--- config.mk ---
export PLATFORM = sky130hd
export DESIGN_NAME = eth_mdio_ctrl
export DESIGN_NICKNAME = d
export VERILOG_FILES = /design/src/rtl/eth_mdio_ctrl.sv
export SDC_FILE = /design/constraint.sdc
export NUM_CORES = 1
export LEC_CHECK = 0
export BUFFER_PORTS_ARGS = -buffer_cell sky130_fd_sc_hd__buf_2
export CAP_MARGIN = 20
export CORE_UTILIZATION = 40
export DETAILED_ROUTE_END_ITERATION = 12
export GPL_TIMING_DRIVEN = 0
export MAX_ROUTING_LAYER = met4
export PLACE_DENSITY = 0.7
export SETUP_SLACK_MARGIN = 0.4
export SYNTH_ARGS = -nofsm -noshare
export SYNTH_HDL_FRONTEND = slang
export SYNTH_SLANG_ARGS = --single-unit
--- constraint.sdc ---
create_clock -name clk -period 2.8 [get_ports clk]
set_input_delay 0.14 -clock clk [delete_from_list [all_inputs] [get_ports clk]]
set_output_delay 0.14 -clock clk [all_outputs]
set_load 0.05 [all_outputs]
--- src/rtl/eth_mdio_ctrl.sv ---
// Clause-22 MDIO management master: one PHY register read or write per accepted request.
// MDC is divided down from clk; MDIO is split into o/oe/i for a tristate built at the top level.
module eth_mdio_ctrl #(
  parameter int         MDC_HALF    = 25,
  parameter logic [4:0] PHY_ADDR    = 5'h01,
  parameter bit         PREAMBLE_EN = 1'b1
) (
  input  logic        clk,
  input  logic        rst_n,
  input  logic        req_valid,
  output logic        req_ready,
  input  logic        req_write,
  input  logic [4:0]  req_reg,
  input  logic [15:0] req_wdata,
  output logic        rsp_valid,
  output logic [15:0] rsp_rdata,
  output logic        rsp_err,
  output logic        busy,
  output logic        mdc,
  output logic        mdio_o,
  output logic        mdio_oe,
  input  logic        mdio_i
);

  localparam int            CW        = $clog2(2 * MDC_HALF);
  localparam logic [CW-1:0] LAST_LOW  = CW'(MDC_HALF - 1);
  localparam logic [CW-1:0] LAST_HIGH = CW'(2 * MDC_HALF - 1);

  generate
    if (MDC_HALF < 4) begin : g_bad_mdc_half
      $error("eth_mdio_ctrl: MDC_HALF must be at least 4");
    end
  endgenerate

  typedef enum logic [2:0] {
    S_IDLE,
    S_PREAMBLE,
    S_HEADER,
    S_TA,
    S_DATA,
    S_DONE
  } state_t;

  state_t        r_state;
  logic [CW-1:0] r_cnt;
  logic [4:0]    r_bits;
  logic [31:0]   r_tx;
  logic [15:0]   r_rx;
  logic          r_write;
  logic          r_ta_err;
  logic [1:0]    r_sync;
  logic          r_mdc;
  logic          r_mdo;
  logic          r_oe;
  logic          r_rsp_valid;
  logic [15:0]   r_rsp_rdata;
  logic          r_rsp_err;

  logic [31:0]   w_frame;
  logic [31:0]   w_tx_shift;
  logic          w_mdio_s;
  logic          w_idle;

  // Everything after the preamble, MSB first; read TA/DATA slots are driven high but not enabled.
  assign w_frame    = {2'b01, (req_write ? 2'b01 : 2'b10), PHY_ADDR, req_reg,
                       (req_write ? 2'b10 : 2'b11), (req_write ? req_wdata : 16'hFFFF)};
  assign w_tx_shift = {r_tx[30:0], 1'b1};
  assign w_mdio_s   = r_sync[1];
  assign w_idle     = (r_state == S_IDLE);

  always_ff @(posedge clk or negedge rst_n) begin
    if (!rst_n) r_sync <= 2'b11;
    else        r_sync <= {r_sync[0], mdio_i};
  end

  always_ff @(posedge clk or negedge rst_n) begin
    if (!rst_n) begin
      r_state     <= S_IDLE;
      r_cnt       <= '0;
      r_bits      <= '0;
      r_tx        <= '1;
      r_rx        <= '0;
      r_write     <= 1'b0;
      r_ta_err    <= 1'b0;
      r_mdc       <= 1'b0;
      r_mdo       <= 1'b1;
      r_oe        <= 1'b0;
      r_rsp_valid <= 1'b0;
      r_rsp_rdata <= '0;
      r_rsp_err   <= 1'b0;
    end else begin
      r_rsp_valid <= 1'b0;
      case (r_state)
        S_IDLE: begin
          if (req_valid) begin
            r_write  <= req_write;
            r_rx     <= '0;
            r_ta_err <= 1'b0;
            r_cnt    <= '0;
            r_mdc    <= 1'b0;
            r_oe     <= 1'b1;
            if (PREAMBLE_EN) begin
              r_state <= S_PREAMBLE;
              r_bits  <= 5'd31;
              r_mdo   <= 1'b1;
              r_tx    <= w_frame;
            end else begin
              r_state <= S_HEADER;
              r_bits  <= 5'd13;
              r_mdo   <= w_frame[31];
              r_tx    <= {w_frame[30:0], 1'b1};
            end
          end
        end
        S_DONE: begin
          r_state <= S_IDLE;
        end
        default: begin
          // Sample on the last low-phase cycle, i.e. just before the rising MDC edge.
          if (r_cnt == LAST_LOW) begin
            r_mdc <= 1'b1;
            if (r_state == S_TA && r_bits == 5'd0) r_ta_err <= w_mdio_s;
            if (r_state == S_DATA) r_rx <= {r_rx[14:0], w_mdio_s};
          end
          if (r_cnt == LAST_HIGH) begin
            r_cnt <= '0;
            r_mdc <= 1'b0;
            if (r_bits != 5'd0) begin
              r_bits <= r_bits - 5'd1;
              if (r_state != S_PREAMBLE) begin
                r_mdo <= r_tx[31];
                r_tx  <= w_tx_shift;
              end
            end else begin
              case (r_state)
                S_PREAMBLE: begin
                  r_state <= S_HEADER;
                  r_bits  <= 5'd13;
                  r_mdo   <= r_tx[31];
                  r_tx    <= w_tx_shift;
                end
                S_HEADER: begin
                  r_state <= S_TA;
                  r_bits  <= 5'd1;
                  r_mdo   <= r_tx[31];
                  r_tx    <= w_tx_shift;
                  r_oe    <= r_write;
                end
                S_TA: begin
                  r_state <= S_DATA;
                  r_bits  <= 5'd15;
                  r_mdo   <= r_tx[31];
                  r_tx    <= w_tx_shift;
                end
                default: begin
                  r_state     <= S_DONE;
                  r_mdo       <= 1'b1;
                  r_oe        <= 1'b0;
                  r_rsp_valid <= 1'b1;
                  r_rsp_rdata <= r_write ? 16'h0000 : r_rx;
                  r_rsp_err   <= ~r_write & r_ta_err;
                end
              endcase
            end
          end else begin
            r_cnt <= r_cnt + 1'b1;
          end
        end
      endcase
    end
  end

  assign req_ready = w_idle;
  assign busy      = ~w_idle;
  assign mdc       = r_mdc;
  assign mdio_o    = r_mdo;
  assign mdio_oe   = r_oe;
  assign rsp_valid = r_rsp_valid;
  assign rsp_rdata = r_rsp_rdata;
  assign rsp_err   = r_rsp_err;

endmodule
==> results of run 1 <==
[state kept, by name (all words and copies together) (netlist names), 2 cells and up, named ones only]
name	cells
r_tx	32
r_rx	16
rsp_rdata	16
r_cnt	6
r_bits	5
r_state	2
r_sync	2
[routing by layer]
metal	vias up	track usage, %	wire length [microns]
met3	14	4.08	378
met2	80	27.1	4140
li1	1583	-	-
met1	1551	22.1	4160
met5	-	-	0
met4	0	6.85	163
[stage by stage]
stage	hold slack, ns	total power, mW
detailed placement	0.0152	1.35
floorplan	-0.156	1.30
finish	0.0929	2.39
CTS	0.0811	2.41
global placement	0.266	1.34
global route	0.103	2.47
[path summary, 6_finish.rpt]
path,to,cells past startpoint
setup / recovery,r_tx[28]$_DFFE_PN1P_,9
hold / removal,r_tx[20]$_DFFE_PN1P_,4
setup reg to reg,r_tx[28]$_DFFE_PN1P_,9
hold reg to reg,r_sync[1]$_DFF_PN1_,0
max in group asynchronous,r_tx[31]$_DFFE_PN1P_,3
min in group asynchronous,rsp_rdata[14]$_DFFE_PN0P_,2
[synthesized netlist by cell type, types with 3 or more instances]
cell type	instances	share of area, %
nand2_1	84	7.4
dfrtp_1	52	30
o21ai_0	42	4.9
dfstp_2	35	21
inv_1	32	2.8
nor2_1	30	2.6
mux2_4	23	8.1
a31oi_1	18	2.6
nand2b_1	18	2.6
clkbuf_1	15	1.3
o21ai_1	12	1.4
mux2i_1	9	2.1
buf_2	6	0.70
ha_1	4	1.2
nand3_1	4	0.47
nor3_1	4	0.47
a21oi_1	3	0.35
buf_1	3	0.26
buf_6	3	0.79
nor2b_1	3	0.44
o41ai_1	3	0.61
xor2_1	3	0.61
[cell type report]
| cell class | instances | area, sq um |
|---|---|---|
| timing repair buffer | 52 | 303 |
| multi-input combinational | 289 | 1820 |
| sequential | 87 | 2220 |
| clock inverter | 7 | 119 |
| buffer | 27 | 143 |
| clock buffer | 9 | 124 |
| inverter | 33 | 124 |
| tap | 136 | 170 |
| fill | 983 | 5350 |
[report_power, final]
| part | internal (mW) | switching, mW |
|---|---|---|
| clock network | 0.598 | 0.470 |
| registers | 1.26 | 0.000563 |
| logic | 0.0223 | 0.0397 |
[repair_timing]
action	in CTS	in global routing
resized for setup	4	4
pin swaps	1	1
setup endpoints to repair	25	26
setup buffers	0	2
hold buffers	2	0
hold endpoints to repair	53	0
[critical path, cell delays in order (launching register included)]
cell and delay [ns]:
dfrtp_1 0.41, inv_1 0.11, ha_1 0.23, nor4b_4 0.25
buf_4 0.21, nand2_1 0.07, a2bb2oi_2 0.17, o22ai_4 0.26
buf_6 0.23, mux2_4 0.31
[logic make-up after synthesis]
group,Yosys count,synth area share [%]
DFF,87,51.8
AOI/OAI and AO/OA,92,13.1
and+or+nand+nor,153,16.0
buffers and inverters,60,5.95
muxes,36,11.2
adders and majority gates,4,1.17
xor gates and xnor gates,4,0.817
==> impl_metrics.env, run 1 <==
export IMPL_cts_clk_slew_worst_paths_ns=0.09
export IMPL_io_buffers=47
export IMPL_grt_usage_pct=17.4
export IMPL_startpoint="r_bits[0]$_DFFE_PN0P_"
export IMPL_setup_viol=0
export IMPL_slew_viol_final=0
export IMPL_antenna_found_initial=0
export IMPL_rsz0062_at_grt="false"
export IMPL_synth_nets=466
export IMPL_drt_pass1_iterations=4
export IMPL_power_density_nw_per_um2=476
export IMPL_fin_ws_ns=0.454
export IMPL_start_kind="flip-flop"
export IMPL_tightest_slew_ns=0.607
export IMPL_place_congestion=0.857
export IMPL_finalCritPeriodShare_pct=83.8
export IMPL_io_pins=49
export IMPL_async_reset_ff_share_pct=100
export IMPL_ys_seq_elements=87
export IMPL_grt_first_pass_wirelength_microns=15000
export IMPL_hp_start="req_reg[2]"
export IMPL_vdd_drop_max_mv=0.249
export IMPL_initial_utilization_pct=41.3
export IMPL_required_ns=3.09
export IMPL_finClkSkew_ns=0.0114
export IMPL_hp_class="in -> reg"
export IMPL_mostFrequentLayoutCells="nand2_1 (84), dfrtp_1 (52), buf_2 (49), o21ai_0 (42), dfstp_2 (35)"
export IMPL_min_period_ns=2.35
export IMPL_clkLatencyLatePin_ns=0.36
export IMPL_vias_per_cell=5.04
export IMPL_grt_pass1_vias=3152
export IMPL_dieArea_sq_um=11100
export IMPL_grt_max_degree=73
export IMPL_pre_cts_ws_ns=0.362
export IMPL_grt_ovfl_total=0
export IMPL_endpoint_kind="flip-flop"
export IMPL_yosysSeqAreaShare_pct=51.8
export IMPL_setup_tns_ns=0
export IMPL_std_cell_rows=37
export IMPL_ys_flop_type="dfrtp_1"
export IMPL_ys_warn_count=0
export IMPL_cts_tree="done"
export IMPL_reg2reg_from="r_bits[0]$_DFFE_PN0P_"
export IMPL_htree_levels=3
export IMPL_dp_cells=620
export IMPL_maxCapViolations=0
export IMPL_final_common_cell="nand2_1"
export IMPL_cts_buffers=9
export IMPL_dpl_cell_area_sq_um=4720
export IMPL_final_core_util_pct=48.4
export IMPL_clock_path_buffers=2
export IMPL_die_w_microns=106
export IMPL_crit_type="reg -> reg"
export IMPL_syn_to_final_growth_pct=17.2
export IMPL_cts_sinks=87
export IMPL_crit_arrival_ns=2.63
export IMPL_finalNonFillerCells=640
export IMPL_drive_gt1_share_pct=28.4
export IMPL_dr_total_vias=3228
export IMPL_die_h_microns=106
export IMPL_synth_cell_types=46
export IMPL_slew_headroom_pct=59.1
export IMPL_syn_inst=436
export IMPL_wl_per_cell_microns=13.8
export IMPL_drt_iter0_drc=159
export IMPL_coreArea_sq_um=10400
export IMPL_wl_microns=8840
export IMPL_hold_violations=0
export IMPL_leakagePower_nw=2.23
export IMPL_dp_hpwl_microns=6110
export IMPL_final_antenna_net_count=0
export IMPL_diodes=0
export IMPL_nets=529
export IMPL_synth_edf_count=0
export IMPL_r2r_setup_slack_ns=0.45
export IMPL_synth_avg_cell_area_sq_um=9.83
export IMPL_critPathMaxFanout=10
export IMPL_drc=0
export IMPL_max_freq_ghz=0.426
export IMPL_design_area_sq_um=5020
export IMPL_outcome="finished clean"
export IMPL_mappedNetlistArea_sq_um=4290
export IMPL_clockRootBuffer="clkbuf_8"
Power figures use the tool's default switching activity.
==> inputs of run 2 (changes only) <==
Settings changed: PLACE_DENSITY 0.7 to 0.72.
Clock period 2.8 ns to 2.1 ns, I/O delays scaled along.
==> impl_metrics.env, run 2 (synthesis gave the netlist of run 1 again) <==
export IMPL_outcome="finished, violations left"
export IMPL_failed_checks="setup timing"
export IMPL_final_common_cell="nand2_1"
export IMPL_hp_class="in -> reg"
export IMPL_io_pins=49
export IMPL_fin_ws_ns=-0.0694
export IMPL_critPathMaxFanout=6
export IMPL_endpoint_kind="flip-flop"
export IMPL_maxCapViolations=0
export IMPL_initial_utilization_pct=41.3
export IMPL_slew_viol_final=0
export IMPL_finClkSkew_ns=0.0113
export IMPL_max_freq_ghz=0.461
export IMPL_crit_type="reg -> reg"
export IMPL_cts_clk_slew_worst_paths_ns=0.09
export IMPL_nets=581
export IMPL_io_buffers=47
export IMPL_power_density_nw_per_um2=528
export IMPL_dp_hpwl_microns=6210
export IMPL_cts_tree="done"
export IMPL_dieArea_sq_um=11100
export IMPL_crit_arrival_ns=2.46
export IMPL_diodes=0
export IMPL_finalCritPeriodShare_pct=103
export IMPL_syn_to_final_growth_pct=42.0
export IMPL_die_h_microns=106
export IMPL_vdd_drop_max_mv=0.444
export IMPL_rsz0062_at_grt="true"
export IMPL_leakagePower_nw=2.74
export IMPL_slew_headroom_pct=65.6
export IMPL_clockRootBuffer="clkbuf_8"
export IMPL_std_cell_rows=37
export IMPL_coreArea_sq_um=10400
export IMPL_grt_max_degree=64
export IMPL_cts_sinks=87
export IMPL_wl_microns=11000
export IMPL_pre_cts_ws_ns=-0.0414
export IMPL_drc=0
export IMPL_wl_per_cell_microns=16.0
export IMPL_hold_slack_ns=0.0640
export IMPL_design_area_sq_um=6090
export IMPL_grt_first_pass_wirelength_microns=17200
export IMPL_tightest_slew_ns=0.516
export IMPL_grt_pass1_vias=3603
export IMPL_die_w_microns=106
export IMPL_mostFrequentLayoutCells="nand2_1 (66), dfrtp_1 (50), buf_2 (45), buf_4 (35), dfstp_2 (35)"
export IMPL_largest_reg_flops=32
export IMPL_setup_viol=23
export IMPL_setup_tns_ns=-0.885
export IMPL_required_ns=2.39
export IMPL_place_congestion=0.848
export IMPL_top_register="r_tx"
export IMPL_grt_ovfl_total=0
export IMPL_clkLatencyLatePin_ns=0.36
export IMPL_drive_gt1_share_pct=49.1
export IMPL_dr_total_vias=3600
export IMPL_start_kind="flip-flop"
export IMPL_final_antenna_net_count=0
export IMPL_antenna_found_initial=0
export IMPL_dpl_cell_area_sq_um=4780
export IMPL_grt_usage_pct=20.1
export IMPL_drt_pass1_iterations=5
export IMPL_vias_per_cell=5.20
export IMPL_htree_levels=3
export IMPL_hold_violations=0
export IMPL_cts_buffers=9
export IMPL_clock_path_buffers=2
export IMPL_min_period_ns=2.17
export IMPL_drt_iter0_drc=222
[run 2: cell type report]
type	instances	area, sq um
Buffer	27	299
Clock buffer	10	138
Clock inverter	6	116
Fill cell	845	4280
Inverter	33	129
Multi-Input combinational cell	289	2180
Sequential cell	87	2220
Tap cell	136	170
Timing Repair Buffer	104	840
[run 2: what timing repair did]
item	4_1_cts	5_1_grt
setup endpoints to repair	85	85
endpoints found under the hold margin	25	0
cloned	3	3
hold buffers	2	0
pin swaps	5	9
resized for setup	86	111
setup buffers	29	19
[run 2: power by group]
group          internal (mW)  switching (mW)  total [mW]
clock                  0.831           0.617        1.45
combinational         0.0310          0.0570      0.0880
sequential              1.68         0.00127        1.68
[run 2: metrics by stage]
| step | util [%] | power [mW] | std cells |
|---|---|---|---|
| 6_report | 58.7 | 3.22 | 692 |
| 5_1_grt | 58.7 | 3.31 | 692 |
| 4_1_cts | 54.2 | 3.24 | 670 |
| 3_5_place_dp | 46.1 | 1.79 | 620 |
| 3_3_place_gp | 45.8 | 1.79 | 619 |
| 2_1_floorplan | - | 1.73 | 436 |
[run 2: path summary, 6_finish.rpt]
check	startpoint	end	slack, ns	cells after the start
max in group asynchronous	rst_n	r_tx[19]$_DFFE_PN1P_	1.23	3
min in group asynchronous	rst_n	rsp_rdata[11]$_DFFE_PN0P_	0.19	2
setup / recovery	r_bits[1]$_DFFE_PN0P_	r_tx[21]$_DFFE_PN1P_	-0.07	10
hold / removal	req_wdata[0]	r_tx[0]$_DFFE_PN1P_	0.06	3
hold reg to reg	r_sync[0]$_DFF_PN1_	r_sync[1]$_DFF_PN1_	0.36	0
setup reg to reg	r_bits[1]$_DFFE_PN0P_	r_tx[21]$_DFFE_PN1P_	-0.07	10
[run 2: routing by layer]
metal | global-route usage, % | wire (microns) | up-vias
li1 | - | - | 1686
met1 | 24.8 | 4540 | 1744
met2 | 32.6 | 5660 | 135
met3 | 4.45 | 576 | 35
met4 | 7.24 | 272 | 0
met5 | - | 0 | -
[run 2: worst max-delay path, cell delays in order (launching register included)]
cell and delay, ns:
dfrtp_1 0.41, inv_2 0.08, ha_4 0.15, nor4b_4 0.25, buf_6 0.16, nand2_2 0.05
a2bb2oi_2 0.16, o22ai_4 0.26, buf_6 0.16, buf_8 0.12, mux2_4 0.30
==> inputs of run 3 (changes only) <==
Settings changed: ABC_AREA set to 1, CORE_UTILIZATION 40 to 35, PLACE_DENSITY 0.72 to 0.66.
==> impl_metrics.env, run 3 <==
export IMPL_outcome="finished clean"
export IMPL_cts_tree="done"
export IMPL_hp_class="in -> reg"
export IMPL_synth_fa_ha_area_share_pct=1.14
export IMPL_syn_to_final_growth_pct=21.0
export IMPL_clkLatencyLatePin_ns=0.35
export IMPL_async_reset_ff_share_pct=100
export IMPL_cp_depth=7
export IMPL_cp_top_family="buffers and inverters"
export IMPL_wl_per_cell_microns=12.1
export IMPL_final_antenna_net_count=0
export IMPL_finalCritPeriodShare_pct=79.5
export IMPL_wl_microns=9510
export IMPL_clock_path_buffers=2
export IMPL_initial_utilization_pct=36.1
export IMPL_syn_inst=545
export IMPL_std_cell_rows=40
export IMPL_endpoint_kind="output port"
export IMPL_leakagePower_nw=2.56
export IMPL_io_pins=49
export IMPL_finalNonFillerCells=787
export IMPL_grt_pass1_vias=3574
export IMPL_slew_headroom_pct=66.5
export IMPL_grt_first_pass_wirelength_microns=16300
export IMPL_ys_warn_count=0
export IMPL_grt_util_met3_pct=3.88
export IMPL_finalPower_mw=7.86
export IMPL_dieArea_sq_um=12900
export IMPL_vias_per_cell=4.74
export IMPL_min_period_ns=1.67
export IMPL_nets=644
export IMPL_hold_slack_ns=0.0556
export IMPL_grt_max_degree=70
export IMPL_mappedNetlistArea_sq_um=4370
export IMPL_setup_tns_ns=0
export IMPL_slew_viol_final=0
export IMPL_cp_slowest_cell="dfrtp_1"
export IMPL_grt_util_met1_pct=19.1
export IMPL_synth_edf_count=0
export IMPL_synthTopCellsByArea="dfrtp_1 (30%), dfstp_2 (21%), nand2_1 (19%)"
export IMPL_busiest_layer="met2"
export IMPL_synth_compound_area_share_pct=8.33
export IMPL_maxCapViolations=0
export IMPL_io_buffers=48
export IMPL_ys_flop_type="dfrtp_1"
export IMPL_final_common_cell="nand2_1"
export IMPL_antenna_found_initial=0
export IMPL_synth_nets=575
export IMPL_p_comb_share_pct=45.7
export IMPL_path_buf_inv=5
export IMPL_grt_ovfl_total=0
export IMPL_cts_clk_slew_worst_paths_ns=0.07
export IMPL_coreArea_sq_um=12100
export IMPL_crit_type="reg -> out"
export IMPL_setup_viol=0
export IMPL_place_congestion=0.787
export IMPL_hold_depth=3
export IMPL_crit_chain="buf_6, nor2_8, nand2_2, buf_6, inv_8, buf_8, buf_8"
export IMPL_yosys_area_share_simple_pct=32.5
export IMPL_grt_util_met2_pct=27.8
export IMPL_tightest_slew_ns=0.502
export IMPL_crit_path_max_incr_delay_ns=0.37
export IMPL_synth_cell_types=31
export IMPL_yosysSeqAreaShare_pct=50.8
export IMPL_crit_arrival_ns=1.56
export IMPL_htree_levels=3
export IMPL_dp_hpwl_microns=6600
export IMPL_top_register="r_tx"
export IMPL_critPathMaxFanout=10
export IMPL_cts_sinks=87
export IMPL_switching_share_pct=41.5
export IMPL_diodes=0
export IMPL_ys_seq_elements=87
export IMPL_dp_cells=762
export IMPL_power_frac_seq_pct=33.5
export IMPL_synth_top_family_by_area="simple AND/OR/NAND/NOR gates"
export IMPL_grt_usage_pct=16.5
export IMPL_drt_pass1_iterations=4
export IMPL_dr_total_vias=3729
export IMPL_yosysMostFrequentCell="nand2_1"
export IMPL_drc=0
export IMPL_drive_gt1_share_pct=25.8
export IMPL_rr_worst_depth=9
export IMPL_die_h_microns=114
export IMPL_hold_violations=0
export IMPL_max_freq_ghz=0.599
export IMPL_clockRootBuffer="clkbuf_16"
export IMPL_yosys_area_top_type="dfrtp_1"
export IMPL_die_w_microns=114
export IMPL_largest_reg_flops=32
export IMPL_finClkSkew_ns=0.00823
export IMPL_start_kind="flip-flop"
export IMPL_ys_top_cells_by_count="nand2_1 (221), dfrtp_1 (52), o21ai_0 (41)"
export IMPL_clock_power_share_pct=20.8
export IMPL_synthMuxAreaShare_pct=0
export IMPL_cts_buffers=9
export IMPL_vdd_drop_max_mv=1.03
export IMPL_required_ns=2.00
export IMPL_power_density_nw_per_um2=1490
export IMPL_rsz0062_at_grt="true"
export IMPL_mostFrequentLayoutCells="nand2_1 (221), buf_2 (57), dfrtp_1 (51), o21ai_0 (41), nand3_1 (40)"
export IMPL_drt_iter0_drc=115
export IMPL_synth_avg_cell_area_sq_um=8.02
export IMPL_synth_xor_area_share_pct=0.200
export IMPL_switchingPower_mw=3.26
export IMPL_synth_top_area_share_pct=29.8
export IMPL_intPower_mw=4.60
-- run 3: changes by cell type after synthesis, sizes merged, moves of 17 or more --
cell    change
nand2     +144
nand3      +41
mux2       -27
nand2b     -18
a31oi      -17
-- run 3: path summary, 6_finish.rpt --
| path | start | end | slack, ns |
|---|---|---|---|
| hold reg to reg | r_sync[0]$_DFF_PN1_ | r_sync[1]$_DFF_PN1_ | 0.36 |
| max in group asynchronous | rst_n | r_sync[1]$_DFF_PN1_ | 1.29 |
| setup reg to reg | r_cnt[1]$_DFFE_PN0P_ | r_tx[11]$_DFFE_PN1P_ | 0.51 |
| min in group asynchronous | rst_n | r_cnt[2]$_DFFE_PN0P_ | 0.18 |
| hold / removal | req_valid | r_bits[4]$_DFFE_PN0P_ | 0.06 |
| setup / recovery | r_state[0]$_DFFE_PN0P_ | req_ready | 0.43 |
-- run 3: kinds of logic (layout without fill, tap and decap cells) --
| kind of cell | Yosys count | in the layout |
|---|---|---|
| fa+ha+maj | 4 | 4 |
| xor+xnor | 1 | 1 |
| compound gates | 72 | 72 |
| buf+inv | 59 | 133 |
| simple gates | 322 | 322 |
| flops | 87 | 87 |
-- run 3: tightest hold or removal path, delay by kind of cell --
family                 cells  cell delay (ns)
buffers and inverters      1             0.11
and+or+nand+nor            2             0.15
-- run 3: area by class of cell --
cell class                 instances  area, sq um
fill                            1228         6820
timing repair buffer              58          359
sequential                        87         2220
clock buffer                       9          225
inverter                          32          130
clock inverter                     7         80.1
buffer                            27          203
multi-input combinational        399         1860
tap                              168          210
-- run 3: power groups by stage --
stage / Clock (mW) / Sequential [mW] / Combinational (mW)
2_1_floorplan: 0 / 2.64 / 2.58
3_3_place_gp: 0 / 2.63 / 3.26
3_5_place_dp: 0 / 2.64 / 3.36
4_1_cts: 1.69 / 2.63 / 3.44
5_1_grt: 1.74 / 2.69 / 4.02
6_report: 1.63 / 2.64 / 3.59
-- run 3: routing by layer --
| metal | wire length, microns | vias up |
|---|---|---|
| met3 | 342 | 13 |
| met1 | 4350 | 1773 |
| met5 | 0 | - |
| met2 | 4670 | 81 |
| li1 | - | 1862 |
| met4 | 155 | 0 |
-- run 3: metrics by stage --
stage	util (%)	cell area [sq um]	worst slack, ns
floorplan	-	4370	0.579
global placement	39.8	4820	0.168
detailed placement	40.1	4850	0.320
CTS	43.2	5230	0.293
global route	43.7	5290	0.355
finish	43.7	5290	0.430
-- run 3: repair_timing --
action | 4_1_cts | 5_1_grt
hold buffers | 2 | 0
pin swaps | 1 | 1
gates resized for setup | 9 | 10
buffers inserted | 3 | 4
setup endpoints to repair | 53 | 24
endpoints found under the hold margin | 27 | 0
